`config.mk`:
```
export PLATFORM = sky130hd
export DESIGN_NAME = operand_fetch
export DESIGN_NICKNAME = d
export VERILOG_FILES = /design/src/rtl/regacc_pkg.sv /design/src/rtl/reg_scoreboard.sv /design/src/rtl/operand_fetch.sv
export SDC_FILE = /design/constraint.sdc
export NUM_CORES = 1
export LEC_CHECK = 0
export ABC_AREA = 1
export CAP_MARGIN = 20
export CORE_ASPECT_RATIO = 1.2
export CORE_UTILIZATION = 48
export CTS_CLUSTER_DIAMETER = 80
export DETAILED_ROUTE_END_ITERATION = 16
export GPL_TIMING_DRIVEN = 0
export PLACE_DENSITY_LB_ADDON = 0.3
export SLEW_MARGIN = 20
export SYNTH_ARGS = -nofsm -noshare
export SYNTH_HDL_FRONTEND = slang
export SYNTH_SLANG_ARGS = --single-unit
export TNS_END_PERCENT = 50
```
`constraint.sdc`:
```
create_clock -name clk -period 4.9 [get_ports clk]
set_clock_uncertainty 0.2 [all_clocks]
set_input_delay 1.47 -clock clk [delete_from_list [all_inputs] [get_ports clk]]
set_output_delay 1.47 -clock clk [all_outputs]
set_load 0.02 [all_outputs]
```
`src/rtl/regacc_pkg.sv`:
```
// Shared types for the 4x8 register-file access path: register index, data word
// and the payload handed from operand fetch to execute.
package regacc_pkg;

    localparam int REG_DATA_W = 8;
    localparam int REG_ADDR_W = 2;
    localparam int NREGS      = 1 << REG_ADDR_W;

    typedef logic [REG_ADDR_W-1:0] reg_addr_t;
    typedef logic [REG_DATA_W-1:0] data_t;

    typedef struct packed {
        data_t     op_a;
        data_t     op_b;
        reg_addr_t rd;
        logic      wr_rd;
    } ex_payload_t;

    function automatic logic [NREGS-1:0] addr_onehot(input reg_addr_t a);
        logic [NREGS-1:0] v;
        v    = '0;
        v[a] = 1'b1;
        return v;
    endfunction

endpackage

```
`src/rtl/reg_scoreboard.sv`:
```
// Pending-write scoreboard: one bit per register, cleared by writeback or flush,
// set by an accepted instruction that writes rd. Flags writebacks to idle registers.
module reg_scoreboard
    import regacc_pkg::*;
(
    input  logic             clk,
    input  logic             sync_rst_n,
    input  logic             clr_en,
    input  reg_addr_t        clr_addr,
    input  logic             flush_en,
    input  reg_addr_t        flush_addr,
    input  logic             set_en,
    input  reg_addr_t        set_addr,
    output logic [NREGS-1:0] pending,
    output logic             err
);

    logic [NREGS-1:0] pending_nxt;

    // Clears first, then set, so a same-index set/clear leaves the bit set.
    always_comb begin
        pending_nxt = pending;
        if (clr_en)   pending_nxt[clr_addr]   = 1'b0;
        if (flush_en) pending_nxt[flush_addr] = 1'b0;
        if (set_en)   pending_nxt[set_addr]   = 1'b1;
    end

    always_ff @(posedge clk) begin
        if (!sync_rst_n) begin
            pending <= '0;
            err     <= 1'b0;
        end else begin
            pending <= pending_nxt;
            if (clr_en && !pending[clr_addr])
                err <= 1'b1;
        end
    end

endmodule

```
`src/rtl/operand_fetch.sv`:
```
// Operand fetch stage: reads the register file for decoded instructions, bypasses
// same-cycle writeback, stalls on RAW/WAW hazards and registers operands for execute.
module operand_fetch
    import regacc_pkg::*;
#(
    parameter int DATA_W      = REG_DATA_W,
    parameter int ADDR_W      = REG_ADDR_W,
    parameter int STALL_CNT_W = 16
) (
    input  logic                   clk,
    input  logic                   sync_rst_n,
    input  logic                   dec_valid,
    output logic                   dec_ready,
    input  logic [ADDR_W-1:0]      dec_rs_a,
    input  logic                   dec_use_a,
    input  logic [ADDR_W-1:0]      dec_rs_b,
    input  logic                   dec_use_b,
    input  logic [ADDR_W-1:0]      dec_rd,
    input  logic                   dec_wr_rd,
    output logic                   rf_read_en_A,
    output logic [ADDR_W-1:0]      rf_addr_read_A,
    output logic                   rf_read_en_B,
    output logic [ADDR_W-1:0]      rf_addr_read_B,
    input  logic [DATA_W-1:0]      rf_data_out_A,
    input  logic [DATA_W-1:0]      rf_data_out_B,
    output logic                   rf_write_en,
    output logic [ADDR_W-1:0]      rf_addr_write,
    output logic [DATA_W-1:0]      rf_data_in,
    input  logic                   wb_valid,
    input  logic [ADDR_W-1:0]      wb_addr,
    input  logic [DATA_W-1:0]      wb_data,
    output logic                   ex_valid,
    input  logic                   ex_ready,
    output logic [DATA_W-1:0]      ex_op_a,
    output logic [DATA_W-1:0]      ex_op_b,
    output logic [ADDR_W-1:0]      ex_rd,
    output logic                   ex_wr_rd,
    input  logic                   flush,
    output logic                   sb_err,
    output logic [STALL_CNT_W-1:0] stall_cnt
);

    function automatic logic [STALL_CNT_W-1:0] sat_inc(input logic [STALL_CNT_W-1:0] v);
        return (&v) ? v : v + STALL_CNT_W'(1);
    endfunction

    function automatic logic [DATA_W-1:0] sel_operand(input logic use_op, input logic wb_hit,
                                                      input logic [DATA_W-1:0] fwd,
                                                      input logic [DATA_W-1:0] rf);
        if (!use_op)
            return '0;
        return wb_hit ? fwd : rf;
    endfunction

    logic [NREGS-1:0]       pending;
    logic [NREGS-1:0]       wb_mask;
    logic [NREGS-1:0]       pend_eff;
    logic                   hazard;
    logic                   accept;
    logic                   wb_hit_a;
    logic                   wb_hit_b;
    ex_payload_t            pay_p0;
    ex_payload_t            ex_pay_p1;
    logic                   ex_vld_p1;
    logic [STALL_CNT_W-1:0] stall_cnt_q;

    assign rf_read_en_A   = dec_valid & dec_use_a;
    assign rf_addr_read_A = dec_rs_a;
    assign rf_read_en_B   = dec_valid & dec_use_b;
    assign rf_addr_read_B = dec_rs_b;

    assign rf_write_en    = wb_valid;
    assign rf_addr_write  = wb_addr;
    assign rf_data_in     = wb_data;

    // A writeback landing this cycle satisfies a RAW read but not a WAW claim.
    assign wb_mask  = wb_valid ? addr_onehot(wb_addr) : '0;
    assign pend_eff = pending & ~wb_mask;
    assign hazard   = (dec_use_a & pend_eff[dec_rs_a]) |
                      (dec_use_b & pend_eff[dec_rs_b]) |
                      (dec_wr_rd & pending[dec_rd]);

    assign dec_ready = (!ex_vld_p1 || ex_ready) && !hazard && !flush;
    assign accept    = dec_valid & dec_ready;

    assign wb_hit_a = wb_valid && (wb_addr == dec_rs_a);
    assign wb_hit_b = wb_valid && (wb_addr == dec_rs_b);

    // Stage p0 -> p1: operand capture into the execute register.
    always_comb begin
        pay_p0.op_a  = sel_operand(dec_use_a, wb_hit_a, wb_data, rf_data_out_A);
        pay_p0.op_b  = sel_operand(dec_use_b, wb_hit_b, wb_data, rf_data_out_B);
        pay_p0.rd    = dec_rd;
        pay_p0.wr_rd = dec_wr_rd;
    end

    always_ff @(posedge clk) begin
        if (!sync_rst_n) begin
            ex_vld_p1 <= 1'b0;
            ex_pay_p1 <= '0;
        end else if (flush) begin
            ex_vld_p1 <= 1'b0;
        end else if (accept) begin
            ex_vld_p1 <= 1'b1;
            ex_pay_p1 <= pay_p0;
        end else if (ex_ready) begin
            ex_vld_p1 <= 1'b0;
        end
    end

    always_ff @(posedge clk) begin
        if (!sync_rst_n)
            stall_cnt_q <= '0;
        else if (dec_valid && !dec_ready)
            stall_cnt_q <= sat_inc(stall_cnt_q);
    end

    reg_scoreboard u_sb (
        .clk        (clk),
        .sync_rst_n (sync_rst_n),
        .clr_en     (wb_valid),
        .clr_addr   (wb_addr),
        .flush_en   (flush & ex_vld_p1 & ex_pay_p1.wr_rd),
        .flush_addr (ex_pay_p1.rd),
        .set_en     (accept & dec_wr_rd),
        .set_addr   (dec_rd),
        .pending    (pending),
        .err        (sb_err)
    );

    assign ex_valid  = ex_vld_p1;
    assign ex_op_a   = ex_pay_p1.op_a;
    assign ex_op_b   = ex_pay_p1.op_b;
    assign ex_rd     = ex_pay_p1.rd;
    assign ex_wr_rd  = ex_pay_p1.wr_rd;
    assign stall_cnt = stall_cnt_q;

endmodule

```
Word level (Yosys, flattened, before mapping)
Index checks and enable logic that the tools add are counted.
- bits in latches: 0
- bits in registers: 41
- input port bits: 41
- word-level logic and storage cells: 84
- memory bits (read-only): 0
- memories: 0
- memory bits (writable): 0
- output and inout bits: 55
- equal/unequal tests: 2
- shift operators: 0
- bitwise operators: 21
- divide/modulo/power cells: 0
- mux-type cells: 24
- $lt $le $gt $ge: 8
- $mul: 0
- reductions and logical operators: 20
- $add $sub $neg: 1
- operator list (kind ; count):
    $mux W8 ; 4
    $add A16 B1 Y16 const B ; 1
    $mux W4 ; 4
    $reduce_and A16 Y1 ; 1
    $lt A2 B3 Y1 const B ; 5
    $and A4 B4 Y4 ; 3
    $not A4 Y4 ; 3
    $and A1 B1 Y1 ; 9
    $logic_and A1 B1 Y1 ; 9
    $mux W1 ; 9
    $bmux W1 S2 ; 4
    $demux W1 S2 ; 3
    $ge A2 B1 Y1 const B ; 3
    $logic_not A1 Y1 ; 5
    $eq A2 B2 Y1 ; 2
    $or A4 B4 Y4 ; 1
    $reduce_and A2 Y1 ; 2
    $not A1 Y1 ; 3
    $or A1 B1 Y1 ; 2
    $reduce_bool A2 Y1 ; 1
    $reduce_or A2 Y1 ; 1
    $logic_or A1 B1 Y1 ; 1

Logic depth before layout (Yosys ltp)
- word-level depth: 18
- depth in mapped cells: 12
- gate-level depth less buffers: 12

Hierarchy
A second synthesis with hierarchy kept.
- cells, all modules: 428
- area total of the unflattened synthesis: 2651.3 µm²
- by module, submodules not included (module ; cells an instance ; sequential area each (µm²) ; instances ; area an instance (µm²)):
    operand_fetch ; 384 ; 720.7 ; 1 ; 2367.3
    reg_scoreboard ; 44 ; 100.1 ; 1 ; 284.0

Worst setup path before layout
Ideal clock, no wire load.
- path type: input-to-output
- start: input wb_addr[0]
- end: output dec_ready
- setup slack: 0.879 ns
- required time: 3.230 ns
- stages: 8
- buffers on the path: 1
- arrival: 2.351 ns
- cells stage by stage: buf_2 > nor2_1 > nand2_1 > nand3_1 > nand3_1 > nand3_1 > nand2_1 > nor2_4
- longest elaborated chain between the ends: 15
- elaborated cells between the ends (all ways): 19
- classes of those cells: order compare (2); mux (7); bitwise (6); reduce/logical (4)
- ends and longest elaborated chain (element ; line ; RTL):
    from (decl) ; operand_fetch.sv:30 ; input logic [ADDR_W-1:0] wb_addr,
    $lt A2 B3 Y1 (implied by the code) / $ge A2 B1 Y1 (equally long branches) ; regacc_pkg.sv:22 ; v[a] = 1'b1;
    $logic_and A1 B1 Y1 (implied by the code) ; regacc_pkg.sv:22 ;
    $mux W1 (implied by the code) ; regacc_pkg.sv:22 ;
    $demux W1 S2 (*) ; n/a ;
    $mux W4 (*) ; operand_fetch.sv:77 ; assign wb_mask = wb_valid ? addr_onehot(wb_addr) : '0;
    $not A4 Y4 (*) ; operand_fetch.sv:78 ; assign pend_eff = pending & ~wb_mask;
    $and A4 B4 Y4 (*) ; operand_fetch.sv:78 ;
    $bmux W1 S2 (on tied branches) ; operand_fetch.sv:79, operand_fetch.sv:80 ;
    $mux W1 (on tied branches) ; operand_fetch.sv:79, operand_fetch.sv:80 ;
    $and A1 B1 Y1 (on tied branches) ; operand_fetch.sv:79, operand_fetch.sv:80 ;
    $or A1 B1 Y1 (*) ; operand_fetch.sv:79 ; assign hazard = (dec_use_a & pend_eff[dec_rs_a]) |
    $or A1 B1 Y1 (*) ; operand_fetch.sv:80 ; (dec_use_b & pend_eff[dec_rs_b]) |
    $logic_not A1 Y1 (*) ; operand_fetch.sv:83 ; assign dec_ready = (!ex_vld_p1 || ex_ready) && !hazard && !flush;
    $logic_and A1 B1 Y1 (*) (2 in a row) ; operand_fetch.sv:83 ;
    to (decl) ; operand_fetch.sv:13 ; output logic dec_ready,
Every way passes the cells marked *; elsewhere a longest branch is shown, timed or not. The select of a mux whose other input is x is not followed.

Worst setup path after layout
- start: input dec_valid
- end: output rf_read_en_B
- longest elaborated chain between the ends: 1
- ends and longest elaborated chain (element ; line ; RTL):
    from (decl) ; operand_fetch.sv:12 ; input logic dec_valid,
    $and A1 B1 Y1 ; operand_fetch.sv:69 ; assign rf_read_en_B = dec_valid & dec_use_b;
    to (decl) ; operand_fetch.sv:22 ; output logic rf_read_en_B,
Every way passes these cells.

==> summary.txt <==
Worst min-delay path class = reg -> reg
Reg2Reg Launch Point = stall_cnt[1]
DRC violations left = 0
GRT Total Usage = 0.297
Hold Startpoint = ex_op_a[4]
Hold Vio Cnt, Final = 0
Crit-path max FO = 10
Row cnt = 28
Clock latency on the worst-skew pair = 0.30 ns
Fill cells = 422
Seq/Total Area, Yosys = 0.323
Reg2reg end = stall_cnt[5]
Min Hold Slack = 0.271 ns
PwrDens = 223 mW/mm^2
Nets@finish = 536
Setup slack after layout = 0.124 ns
Switching portion of total power = 0.310
Main combinational cell family by area after synthesis = simple AND/OR/NAND/NOR gates
DRT iter0 DRCs = 247
# setup viols final = 0
Crit. End Element = primary output
RSZ-0062 raised after global routing = false
Share of cells above drive strength 1 = 0.0828
Die footprint = 0.00559 sq mm
Pre-CTS setup slack = -0.272 ns
Crit path launch type = input port
YS warnings = 0
Leakage = 1.57 nW
Final core utilization = 0.722
Psw = 0.250 mW
Core area = 0.00501 sq mm
Die span in x = 68.4 um
Dpl hpwl = 5770 um
Final non-filler cell total = 555
Via count = 3032
Diodes inserted = 0
Pin count of the biggest net entering global routing = 14
IO Pins = 96
Reg area = 821 sq um
Setup Crit Path Kind = in -> out
TritonRoute pass-1 iters = 6
Final antenna-violating net count = 0
Synth Area in XOR/XNOR = 0.0310
Worst vdd ir = 0.179 mV
Root Buffer = clkbuf_8
RePlAce Congestion = 0.934
WL final = 7810 um
Clock power frac = 0.297
WL per Instance = 14.1 um
Synth Area in Adders = 0.00492
Synthesized cell area = 0.00254 sq mm
Status = finished, final reports clean
Total internal power = 0.558 mW
Initial antenna violation count = 0
WP data arrival = 3.11 ns
Gr ovfl total = 0
Slew @ Worst Pin = 0.568 ns
Setup TNS = 0 ns
CTS Sinks = 41
CTS buffer count = 5
Relative slew margins = 0.620
IO buf count = 90
Flop2flop setup slack = 2.75 ns
Period utilization = 0.975
Top_reg_cell synth = dfxtp_1
R2R depth = 8
Distinct cell type count after synthesis = 32
Cells after Synth = 397
Most common cell after layout, fill and taps aside = nor2_1
CTS tree = built
Die height = 81.7 um
CTS Hold Bufs = 0
Placed Instances = 547
Vias in the first global route = 2803
Fin. max-slew vios = 0
DP Area = 0.00352 sq mm
Multi-input gate area = 0.00139 sq mm
Area grow syn2layout = 42.4%
Clock tree buffer depth = 2
Finished Cell Area = 0.00362 sq mm
Syn Area/Cell = 6.40 sq um
Post-synthesis mux area share = 0
Tmin final = 4.78 ns
Clock H-tree levels = 2
Reg clk slew, reported paths = 0.08 ns
Hold endpoint = ex_op_a[4]
Ys async rst share = 0
Comb pwr share = 0.260
Simple-gate share of the synthesized area = 0.386
Synth Area in Compound Gates = 0.124
Starting Density = 0.507
Seq pwr share = 0.444
Syn nets = 439
Post-synth EDFFs = 0
Required @ worst endpoint = 3.23 ns
Post-layout power = 0.808 mW
Hold Path Stages = 2
First-pass GRT wire length = 12500 um
Synth Register Bits = 41
Vias per Instance = 5.46
Max Clk Rate = 209 MHz
Max-cap violation count = 0
Most frequent cells in the layout = nor2_1, clkdlybuf4s50_1, nand2_1, dfxtp_1, inv_1
[worst max-delay path, cell delays in order]
cell and delay (ns):
clkbuf_1 0.34, clkbuf_1 0.48, nand2_1 0.13, inv_1 0.08, clkdlybuf4s50_1 0.60
[worst max-delay path by stage]
stage               depth (start not counted)  startpoint  slack [ns]           end
finish                                      5   dec_valid        0.12  rf_read_en_B
global route                                8   dec_rd[1]        0.02     dec_ready
CTS                                         8    wb_valid       0.006     dec_ready
detailed placement                          8    wb_valid       -0.27     dec_ready
global placement                           10   dec_rd[0]       -0.23     dec_ready
floorplan                                   8  wb_addr[0]        0.88     dec_ready
[area by class of cell]
cell class              count  area share
inverters                  38      0.0394
multi-input cells         288       0.383
repair buffers             90       0.250
clock buffers               6      0.0228
clock inverters             2     0.00380
well taps                  60      0.0207
flip-flops and latches     41       0.227
plain buffers              30      0.0533
[cell families (layout without fill, tap and decap cells)]
logic type,count (synthesis),after routing
and+or+nand+nor,221,221
DFF,41,41
AOI/OAI and AO/OA,57,57
buffers and inverters,68,166
xor gates and xnor gates,9,9
adders and majority gates,1,1
[power by group through the flow]
stage | logic, mW | clock network, mW | registers, mW
after floorplan | 0.0931 | 0 | 0.381
after global placement | 0.204 | 0 | 0.366
after detailed placement | 0.208 | 0 | 0.366
after CTS | 0.209 | 0.244 | 0.358
after global routing | 0.226 | 0.258 | 0.360
final | 0.210 | 0.240 | 0.359
[routing by layer]
layer	vias to the layer above	GRT usage	part of all wire
li1	1477	-	-
met1	1373	0.356	0.40
met2	160	0.498	0.49
met3	22	0.0778	0.084
met4	0	0.115	0.026
met5	-	0	0
[timing repair]
item	CTS	global route
endpoints found under the setup margin	1	1
resized for setup	1	3
pin swaps	0	0
setup buffers	0	0
hold endpoints to repair	0	0
[Yosys cell counts (3+ instances only)]
master    number  share of area
a21oi_1       16          0.032
buf_2          4         0.0079
buf_4         16          0.047
clkbuf_1       7          0.010
dfxtp_1       41           0.32
inv_1         35          0.052
nand2_1       70           0.10
nand3_1       34          0.067
nand4_1       16          0.039
nor2_1        90           0.13
nor3_1         3         0.0059
o21ai_0       32          0.063
o311ai_0       4          0.014
xor2_1         7          0.024
[sequential cells by signal (all words and copies together) (netlist names)]
| register | count |
|---|---|
| ex_op_a | 8 |
| ex_op_b | 8 |
| ex_rd | 2 |
| ex_valid | 1 |
| ex_wr_rd | 1 |
| stall_cnt | 16 |
| u_sb.err | 1 |
| u_sb.pending | 4 |
Power figures use the tool's default switching activity.
